==> config.mk <==
export PLATFORM = sky130hd
export DESIGN_NAME = free_list_ckpt
export DESIGN_NICKNAME = d
export VERILOG_FILES = /design/src/rtl/free_list_ckpt.sv
export SDC_FILE = /design/constraint.sdc
export NUM_CORES = 1
export LEC_CHECK = 0
export ABC_AREA = 1
export CAP_MARGIN = 20
export CORE_ASPECT_RATIO = 0.6
export CORE_UTILIZATION = 35
export DETAILED_ROUTE_END_ITERATION = 10
export DONT_BUFFER_PORTS = 1
export PLACE_DENSITY_LB_ADDON = 0.05
export SLEW_MARGIN = 20
export SYNTH_ARGS = -nofsm -noshare
export SYNTH_HDL_FRONTEND = slang
export SYNTH_SLANG_ARGS = --single-unit
==> constraint.sdc <==
create_clock -name clk -period 4.19 [get_ports clk]
set_input_delay 0.838 -clock clk [delete_from_list [all_inputs] [get_ports clk]]
set_output_delay 0.838 -clock clk [all_outputs]
set_load 0.1 [all_outputs]
==> src/rtl/free_list_ckpt.sv <==
// -----------------------------------------------------------------------------
// free_list_ckpt
//
// Physical-register free list for the rename stage, with branch checkpoints.
// The list is a circular buffer of FL_DEPTH tags. Allocation pops from head
// and retire pushes released tags at tail. A checkpoint saves a copy of head
// that a mispredict can later restore.
//
// Ports
//   clk              rising-edge clock
//   rst_n            asynchronous, active-low reset
//   disp_req         per-lane request for a destination tag
//   rt_en            per-lane retire; release the matching rt_Told tag
//   rt_Told          packed released tags, lane 0 in the LSBs
//   br_wr_en         per-lane branch dispatch; take a checkpoint
//   br_marker        packed checkpoint slot for each lane
//   br_mispredict    restore head from checkpoint br_mispre_marker
//   br_mispre_marker checkpoint slot to restore
//   fl_T             packed allocated tags; combinational from disp_req
//   fl_free_cnt      number of free entries, taken from the pointer registers
//   fl_avail         min(fl_free_cnt, WAYS)
//   fl_empty         fl_free_cnt == 0
// -----------------------------------------------------------------------------
module free_list_ckpt #(
   parameter int PREG_NUM  = 64,
   parameter int AREG_NUM  = 32,
   parameter int WAYS      = 2,
   parameter int BR_DEPTH  = 4,
   parameter int ZERO_PREG = 31,
   localparam int PW       = $clog2(PREG_NUM),
   localparam int BW       = $clog2(BR_DEPTH),
   localparam int FL_DEPTH = PREG_NUM - AREG_NUM,
   localparam int CW       = $clog2(FL_DEPTH) + 1,
   localparam int AW       = $clog2(WAYS + 1)
) (
   input  logic                 clk,
   input  logic                 rst_n,
   input  logic [WAYS-1:0]      disp_req,
   input  logic [WAYS-1:0]      rt_en,
   input  logic [WAYS*PW-1:0]   rt_Told,
   input  logic [WAYS-1:0]      br_wr_en,
   input  logic [WAYS*BW-1:0]   br_marker,
   input  logic                 br_mispredict,
   input  logic [BW-1:0]        br_mispre_marker,
   output logic [WAYS*PW-1:0]   fl_T,
   output logic [CW-1:0]        fl_free_cnt,
   output logic [AW-1:0]        fl_avail,
   output logic                 fl_empty
);

   localparam int FW = CW - 1;

   // Pointers carry one wrap bit above the buffer index, so a full list
   // (tail - head == FL_DEPTH) and an empty list (tail == head) differ.
   logic [CW-1:0] head;
   logic [CW-1:0] tail;
   logic [PW-1:0] fl_buf [FL_DEPTH];
   logic [CW-1:0] br_h   [BR_DEPTH];

   // Per-lane compacted positions and checkpoint values.
   logic [FW-1:0] alloc_idx [WAYS];
   logic [FW-1:0] rel_idx   [WAYS];
   logic [CW-1:0] ckpt_val  [WAYS];
   logic [CW-1:0] alloc_run;
   logic [CW-1:0] rel_run;

   // Lanes are compacted: a requesting lane takes the next entry after all
   // lower requesting lanes, and a releasing lane writes likewise behind tail.
   always_comb begin
      // NOTE: blocking assignments here make the running counts visible to the
      // next loop iteration inside this same evaluation; every output gets a
      // default first so no latch is inferred.
      alloc_run = '0;
      rel_run   = '0;
      fl_T      = '0;
      for (int i = 0; i < WAYS; i++) begin
         alloc_idx[i] = head[FW-1:0] + alloc_run[FW-1:0];
         rel_idx[i]   = tail[FW-1:0] + rel_run[FW-1:0];
         // The branch's own destination counts as already allocated.
         ckpt_val[i]  = head + alloc_run + CW'(disp_req[i]);
         fl_T[i*PW +: PW] = disp_req[i] ? fl_buf[alloc_idx[i]] : PW'(ZERO_PREG);
         alloc_run    = alloc_run + CW'(disp_req[i]);
         rel_run      = rel_run + CW'(rt_en[i]);
      end
   end

   // Buffer storage: releases land at the edge and are allocatable next cycle.
   always_ff @(posedge clk or negedge rst_n) begin
      if (!rst_n) begin
         // NOTE: this memory is reset on purpose, because after reset the list
         // must already hold tags AREG_NUM .. PREG_NUM-1; plain storage that
         // carries no reset meaning should be left without one.
         for (int k = 0; k < FL_DEPTH; k++) begin
            fl_buf[k] <= PW'(AREG_NUM + k);
         end
      end else begin
         for (int i = 0; i < WAYS; i++) begin
            if (rt_en[i]) begin
               fl_buf[rel_idx[i]] <= rt_Told[i*PW +: PW];
            end
         end
      end
   end

   // Pointers and checkpoints.
   always_ff @(posedge clk or negedge rst_n) begin
      if (!rst_n) begin
         head <= '0;
         tail <= CW'(FL_DEPTH);
         for (int j = 0; j < BR_DEPTH; j++) begin
            br_h[j] <= '0;
         end
      end else begin
         // Retire applies even in a mispredict cycle.
         tail <= tail + rel_run;
         if (br_mispredict) begin
            // Dispatch and checkpoint writes from this cycle are squashed.
            head <= br_h[br_mispre_marker];
         end else begin
            head <= head + alloc_run;
            for (int i = 0; i < WAYS; i++) begin
               // NOTE: when two lanes name the same slot, the later
               // non-blocking write (higher lane) is the one that sticks.
               if (br_wr_en[i]) begin
                  br_h[br_marker[i*BW +: BW]] <= ckpt_val[i];
               end
            end
         end
      end
   end

   // Status outputs derive only from the pointer registers; same-cycle
   // releases are not counted.
   always_comb begin
      fl_free_cnt = tail - head;
      fl_empty    = (fl_free_cnt == '0);
      fl_avail    = (fl_free_cnt >= CW'(WAYS)) ? AW'(WAYS) : AW'(fl_free_cnt);
   end

endmodule
Word-level counts from Yosys, hierarchy flattened
Index checks and enable logic that the tools add are counted.
- flip-flop bits (word level): 228
- latch bits: 0
- bits in writable memories: 0
- ROM bits: 0
- input bits: 27
- output and inout bits: 21
- logic and storage cells: 101
- memories: 0
- add/sub/neg operators: 9
- $mul: 0
- divide/modulo/power cells: 0
- $lt $le $gt $ge: 12
- eq/ne operators: 0
- shift-type cells: 0
- multiplexer cells: 30
- bitwise gates (word level): 7
- reduce and logical (&&, ||, !) cells: 5
- operator list (cell ; count):
    bitwise mux 192 bit ; 2
    two-way mux 192 bit ; 2
    two-way mux 6 bit ; 13
    two-way mux 24 bit ; 3
    binary-select mux 6 bit (select 5 bit) ; 2
    demux 6 bit (select 5 bit) ; 2
    bitwise mux 24 bit ; 2
    demux 6 bit (select 2 bit) ; 2
    greater-or-equal comparator 6 bit, second input constant ; 4
    NOT 5 -> 6 bit ; 4
    adder 6 x 1 -> 6 bit ; 2
    adder 6 x 2 -> 6 bit ; 2
    binary-select mux 6 bit (select 2 bit) ; 1
    less-than comparator 6 x 1 -> 1 bit, second input constant ; 2
    adder 5 x 1 -> 5 bit ; 2
    greater-or-equal comparator 3 bit, second input constant ; 3
    NOT 2 -> 3 bit ; 3
    greater-or-equal comparator 6 x 2 -> 1 bit, second input constant ; 1
    zero test 6 bit ; 1
    less-than comparator 3 x 1 -> 1 bit, second input constant ; 2
    subtractor 6 bit ; 1
    adder 1 x 1 -> 2 bit ; 2
    logical AND 1 bit ; 4
    two-way mux 2 bit ; 1

Logic depth before layout (Yosys ltp)
Gate-level depths: netlist (run 1).
- word-level depth: 10
- gate-level depth with buffers: 12
- depth with buffers taken out: 12

Worst setup path after synthesis (run 1)
No wires, ideal clock.
- path type: register to output
- from: reg head[1]
- to: out fl_avail[0]
- arrival: 4.542 ns
- data required time: 3.352 ns
- setup slack: -1.190 ns
- stages on the path, launching flop included: 12
- buffers on the path: 3
- cells stage by stage: dfrtp_1 buf_2 inv_2 buf_2 buf_2 fa_1 xor2_1 nor2_1 nand3_1 nor2_1 nand2_1 nor2_1
- cells in the longest elaborated chain, start to end: 3
- RTL lines (item ; RTL line ; source):
    start: declaration ; 55 ; logic [CW-1:0] head;
    start signal: assignment ; 118 ; head <= br_h[br_mispre_marker];
    start signal: assignment ; 120 ; head <= head + alloc_run;
    subtractor 6 bit ; 135 ; fl_free_cnt = tail - head;
    net fl_free_cnt[2] ; 46 ; output logic [CW-1:0] fl_free_cnt,
    greater-or-equal comparator 6 x 2 -> 1 bit ; 137 ; fl_avail = (fl_free_cnt >= CW'(WAYS)) ? AW'(WAYS) : AW'(fl_free_cnt);
    two-way mux 2 bit ; 137 ;
    end: declaration ; 47 ; output logic [AW-1:0] fl_avail,
The timed path passes the listed nets, and every way through them passes these cells.

Worst setup path after layout (run 1)
- from: reg head[0]
- to: out fl_T[7]
- cells in the longest elaborated chain, start to end: 6
- RTL lines (item ; RTL line ; source):
    adder 5 x 1 -> 5 bit ; 77 ; alloc_idx[i] = head[FW-1:0] + alloc_run[FW-1:0];
    NOT 5 -> 6 bit (not written as such) ; 81 ; fl_T[i*PW +: PW] = disp_req[i] ? fl_buf[alloc_idx[i]] : PW'(ZERO_PREG);
    binary-select mux 6 bit (select 5 bit) ; 81 ;
    two-way mux 6 bit (not written as such) (2 in series) ; 81 ;
    two-way mux 6 bit ; 81 ;
    end: declaration ; 45 ; output logic [WAYS*PW-1:0] fl_T,
Every way passes these cells. The select of a mux whose other input is x is not followed.

==> metrics.yaml, run 1 <==
cells_and_area:
  drive_gt1_share_pct: 10.4
  diodes: 0
  final_cells: 3380
  fin_nets: 2763
  area_delta_synth_final_pct: 10.4
routing:
  final_antenna_net_count: 0
  initialDrtViolationCount: 2719
  wirelength_mm: 80.7
  wl_per_cell_um: 23.9
  vias: 18745
  drc: 0
  avgViaCountPerCell: 5.55
  firstDrtPassIters: 6
synthesis:
  ys_seq_area_share_pct: 34.5
  async_flop_share_pct: 100
  yosys_most_used_dff: "dfrtp_1"
  synth_cell_types: 36
  synth_edf_count: 0
  yosys_warnings: 0
  ys_top_cells_by_area: "nand2_1 31%, dfstp_2 18%, dfrtp_1 17%, nand3_1 9.1%, o21ai_0 6.1%"
  synth_top_area_share_pct: 30.5
  synth_area_per_cell_sq_um: 6.06
  ys_ff_latch: 228
  synth_fp_nets: 2838
  synth_largest_area_cell: "nand2_1"
  syn_inst: 2795
  netlist_area_sq_mm: 0.0170
floorplanning:
  ios: 48
  die_w_um: 286
  row_count: 62
  die_y_um: 172
  start_util_pct: 35.5
  dieArea_sq_mm: 0.0493
  core_sq_mm: 0.0478
timing:
  worst_clock_skew_ps: 17.9
  max_slew.worst_pin.slew_ps: 1180
  fin_tns_setup_ps: 0
  period_share_pct: 96.8
  setup_violations: 0
  relSlewSlack_pct: 21.0
  setup_ws_ps: 135
  fmaxAchievable_mhz: 247
  finalHoldViolCount: 0
  finalCriticalPeriod_ps: 4060
  rsz0062_at_grt: "false"
  drv_slew: 0
global_route:
  grt_util_met1_pct: 51.5
  grt_overflow_total: 0
  grt_start_max_net_pins: 116
  grt_pass1_vias: 16373
  grtUsageMet3_pct: 10.8
  grt.met2_usage_pct: 40.4
  track_usage_pct: 32.4
  antenna_found_initial: 0
  grt_pass1_wl_mm: 116
  top_usage_layer: "met1"
cts:
  cts_tree: "yes"
  root_buffer: "clkbuf_16"
  clk_path_buf_depth: 3
  cts_max_level: 1
  clk_pin_slew_worst_paths_ps: 60
  clock-sinks: 228
  insertion_delay_ps: 570
  numCtsBuffers: 26
pwr:
  p_sw_uw: 8290
  p_seq_share_pct: 27.2
  pwr-share-comb_pct: 57.0
  power_leakage_uw: 0.00932
  netSwitchingFraction_pct: 52.6
  vdd_drop_max_uv: 629
  pwr-share-clk_pct: 15.8
  internal-power_uw: 7460
  pwr_density_cell_mw_per_mm2: 841
setup_path:
  worstReg2RegStart: "tail[0]"
  cp_max_fo: 31
  r2r-end: "fl_buf[6]"
  crit_end: "fl_T[7]"
  endpoint_kind: "output port"
  required_ps: 3350
  timing.reg2reg.worst_path_depth: 8
  arrival_ps: 3220
  critPathLaunch: "head[0]"
  path_class: "flop to output port"
  reg2reg_slack_ps: 1200
  crit_path_start_kind: "flop"
placement:
  gp_congestion: 1.01
  dp.cells: 3331
  io_buffers: 0
  post-place-ws_ps: 447
  dpl.hpwl_mm: 55.5
worst_hold_path:
  worstHoldPathType: "primary input to async pin"
flow_run:
  maxCapViolations: 0
status:
  status: "finished, final reports clean"
synthesized netlist by cell type, drive strengths merged, types with 3 or more instances:
cell type	number
nor2	106
clkbuf	106
nand2	1381
dfrtp	115
nand4	3
a22oi	6
inv	241
nor3	22
buf	52
a32oi	3
o21ai	237
a31oi	4
a21oi	45
ha	13
xor2	13
fa	3
dfstp	113
o211ai	17
nand3	307
o22ai	3
power by group through the flow:
stage	Combinational (uW)	Clock, uW	Sequential [uW]
2_1_floorplan	6100	0	3840
3_3_place_gp	8630	0	4250
3_5_place_dp	8640	0	4240
4_1_cts	8710	2540	4230
5_1_grt	9700	2630	4350
6_report	8970	2490	4280
registers in the layout (all words and copies together) (netlist names):
| name | cells |
|---|---|
| fl_buf | 192 |
| tail | 6 |
| br_h | 24 |
| head | 6 |
worst min-delay path by stage:
| stage | endpoint | cells past startpoint |
|---|---|---|
| floorplan | br_h[17] | 2 |
| global placement | br_h[17] | 2 |
| detailed placement | br_h[17] | 2 |
| CTS | tail[5] | 0 |
| global route | tail[5] | 0 |
| finish | tail[5] | 0 |
metal layers:
metal	wire length (um)	vias to the layer above
li1	-	8599
met1	39400	8906
met2	28900	1144
met5	0	-
met4	1560	0
met3	10900	96
final cells by class:
type	instances	area, sq um
clock buffer	39	781
fill	5189	29100
clock inverter	9	123
multi-input combinational	2166	9610
sequential	228	5850
tap	640	801
inverter	243	912
timing repair buffer	55	637
metrics by stage:
step           power (uW)  util [%]  instance area [sq um]  hold slack (ps)
6_report            15700      39.2                  18700              145
5_1_grt             16700      39.2                  18700              118
4_1_cts             15500      39.2                  18700              113
3_5_place_dp        12900      37.2                  17800              464
3_3_place_gp        12900      37.2                  17800              460
2_1_floorplan        9940         -                  17000              449
placed cells by master (no fill, tap or decap), types with 9 or more instances in the layout:
cell type     n
a21oi_1      45
buf_12       16
buf_4        37
clkbuf_16    27
dfrtp_1     112
dfstp_2     113
ha_1         11
inv_1       226
inv_2        14
nand2_1    1378
nand3_1     307
nor2_1       70
nor2_2       18
nor2_4       18
nor3_1        9
nor3_2       11
o211ai_1     17
o21ai_0     208
o21ai_1      29
worst max-delay path, cell delays in order (launching register included):
cell     delay [ps]
dfrtp_4         530
ha_4            200
ha_2            270
inv_2           490
buf_4           300
nand3_1          90
nand3_1          80
nand3_1          80
nand2_1          70
nand2_1          70
nand3_1         240
buf_12          210
timing repair:
item                       in CTS  in global routing
setup endpoints to repair       0                  3
buffers inserted                0                  0
gates resized for setup         0                  2
hold endpoints to repair      115                  0
hold buffers                    1                  0
logic make-up after synthesis:
kind of cell	share of synthesized area, %
simple gates	44.1
compound gates	9.80
flops	34.5
fa+ha+maj	1.31
buf+inv	9.27
xor+xnor	0.974
No activity file was read; power rests on OpenSTA's default activity.
==> run 2, diff against run 1 <==
SKIP_CTS_REPAIR_TIMING = 1   (was not set)
==> run 2 against run 1 <==
Against the previous run:
- wire length shrank 0.13%
- critical path depth unchanged
- sequential power is essentially flat
- clock power about the same
- first-iteration DRC count down 1.9%
- sequential share of layout area fell by 0.058 points
- largest cell class unchanged
- largest power group unchanged
- highest routed layer unchanged
==> metrics.yaml, run 2 (same netlist as run 1, synthesis figures left out) <==
routing:
  wl_per_cell_um: 23.8
  vias: 18774
  avgViaCountPerCell: 5.55
  initialDrtViolationCount: 2666
  firstDrtPassIters: 9
  final_antenna_net_count: 0
  wirelength_mm: 80.6
  drc: 0
floorplanning:
  start_util_pct: 35.5
  core_sq_mm: 0.0478
  row_count: 62
  die_w_um: 286
  dieArea_sq_mm: 0.0493
  ios: 48
  die_y_um: 172
cts:
  root_buffer: "clkbuf_16"
  cts_max_level: 1
  clk_pin_slew_worst_paths_ps: 70
  insertion_delay_ps: 580
  clock-sinks: 228
  numCtsBuffers: 26
  clk_path_buf_depth: 3
  cts_tree: "yes"
placement:
  place_area_sq_mm: 0.0178
  gp_congestion: 1.01
  io_buffers: 0
  dpl.hpwl_mm: 55.5
pwr:
  p_seq_share_pct: 27.2
  pwr_density_cell_mw_per_mm2: 840
  power_leakage_uw: 0.00933
  vdd_drop_max_uv: 630
  pwr-share-clk_pct: 15.9
  pwr-share-comb_pct: 57.0
  p_sw_uw: 8290
  netSwitchingFraction_pct: 52.6
  finalPower_uw: 15700
  internal-power_uw: 7460
cells_and_area:
  fin_area_sq_mm: 0.0187
  seqCellArea_sq_mm: 0.00585
  nFillCells: 5186
  area_delta_synth_final_pct: 10.6
  reg_top3: "fl_buf x192, br_h x24"
  multi_input_comb_area_sq_mm: 0.00961
  final_common_cell: "nand2_1"
  top_register: "fl_buf"
  largest_reg_flops: 192
  fin_nets: 2765
  drive_gt1_share_pct: 10.5
  final_util_pct: 39.2
  layout_common_cells: "1378 x nand2_1, 307 x nand3_1, 226 x inv_1, 208 x o21ai_0, 113 x dfstp_2"
global_route:
  grt_overflow_total: 0
  antenna_found_initial: 1
  grt_pass1_wl_mm: 115
  grt_pass1_vias: 16310
  grt_start_max_net_pins: 229
  track_usage_pct: 32.0
timing:
  max_slew.worst_pin.slew_ps: 1180
  fin_tns_setup_ps: 0
  setup_violations: 0
  rsz0062_at_grt: "false"
  period_share_pct: 96.9
  relSlewSlack_pct: 21.3
  finalCriticalPeriod_ps: 4060
  finalHoldViolCount: 0
  worst_clock_skew_ps: 17.7
  fmaxAchievable_mhz: 246
  drv_slew: 0
setup_path:
  critPathLaunch: "head[0]"
  required_ps: 3350
  crit_path_start_kind: "flop"
  reg2reg_slack_ps: 1190
  timing.reg2reg.worst_path_depth: 8
  r2r-end: "fl_buf[6]"
  endpoint_kind: "output port"
  path_class: "flop to output port"
  crit_end: "fl_T[7]"
  arrival_ps: 3220
  worstReg2RegStart: "tail[0]"
  cp_max_fo: 31
status:
  status: "finished, final reports clean"
flow_run:
  maxCapViolations: 0
worst_hold_path:
  worstHoldPathType: "primary input to async pin"
==> run 2: cell count changes in the layout (fill, tap and decap cells not counted) <==
| cell | change |
|---|---|
| buf_12 | +1 |
| diode_2 | +2 |
| dlygate4sd3_1 | +1 |
==> run 2: critical path, stage by stage (launching register included) <==
cell and delay (ps):
dfrtp_4 530, ha_4 200, ha_2 270, inv_2 480, buf_4 300, nand3_1 90, nand3_1 80, nand3_1 80
nand2_1 80, nand2_1 70, nand3_1 250, buf_12 210
==> run 2: per-stage QoR <==
| stage | worst slack, ps | hold slack, ps | std cells |
|---|---|---|---|
| 2_1_floorplan | 87.3 | 449 | 2795 |
| 3_3_place_gp | 453 | 460 | 3331 |
| 3_5_place_dp | 447 | 464 | 3331 |
| 4_1_cts | 42.8 | -49.1 | 3379 |
| 5_1_grt | 20.2 | 12.0 | 3382 |
| 6_report | 130 | 50.4 | 3384 |
==> run 2: final cells by class <==
class                   instances  area share [%]
diodes                          2          0.0267
clock buffers                  39            4.16
clock inverters                 9           0.654
inverters                     243            4.86
multi-input cells            2166            51.2
flip-flops and latches        228            31.2
well taps                     640            4.27
repair buffers                 57            3.56
==> run 2: power by group through the flow <==
stage                     combinational [uW]  clock, uW  sequential (uW)
final                                   8970       2500             4280
after global routing                    9700       2630             4350
after CTS                               8680       2540             4230
after detailed placement                8640          0             4240
after global placement                  8630          0             4250
after floorplan                         6100          0             3840
==> run 2: worst min path at each step <==
| stage | from | end |
|---|---|---|
| floorplan | br_h[17] | br_h[17] |
| CTS | rst_n | fl_buf[190] |
| global route | rst_n | fl_buf[100] |
| global placement | br_h[17] | br_h[17] |
| finish | rst_n | fl_buf[118] |
| detailed placement | br_h[17] | br_h[17] |
==> run 2: metal layers <==
layer  GRT usage, %  part of all wire (%)
met5              0                     0
met4           6.07                   2.1
met3           10.5                    13
met2           39.4                    36
met1           51.4                    49
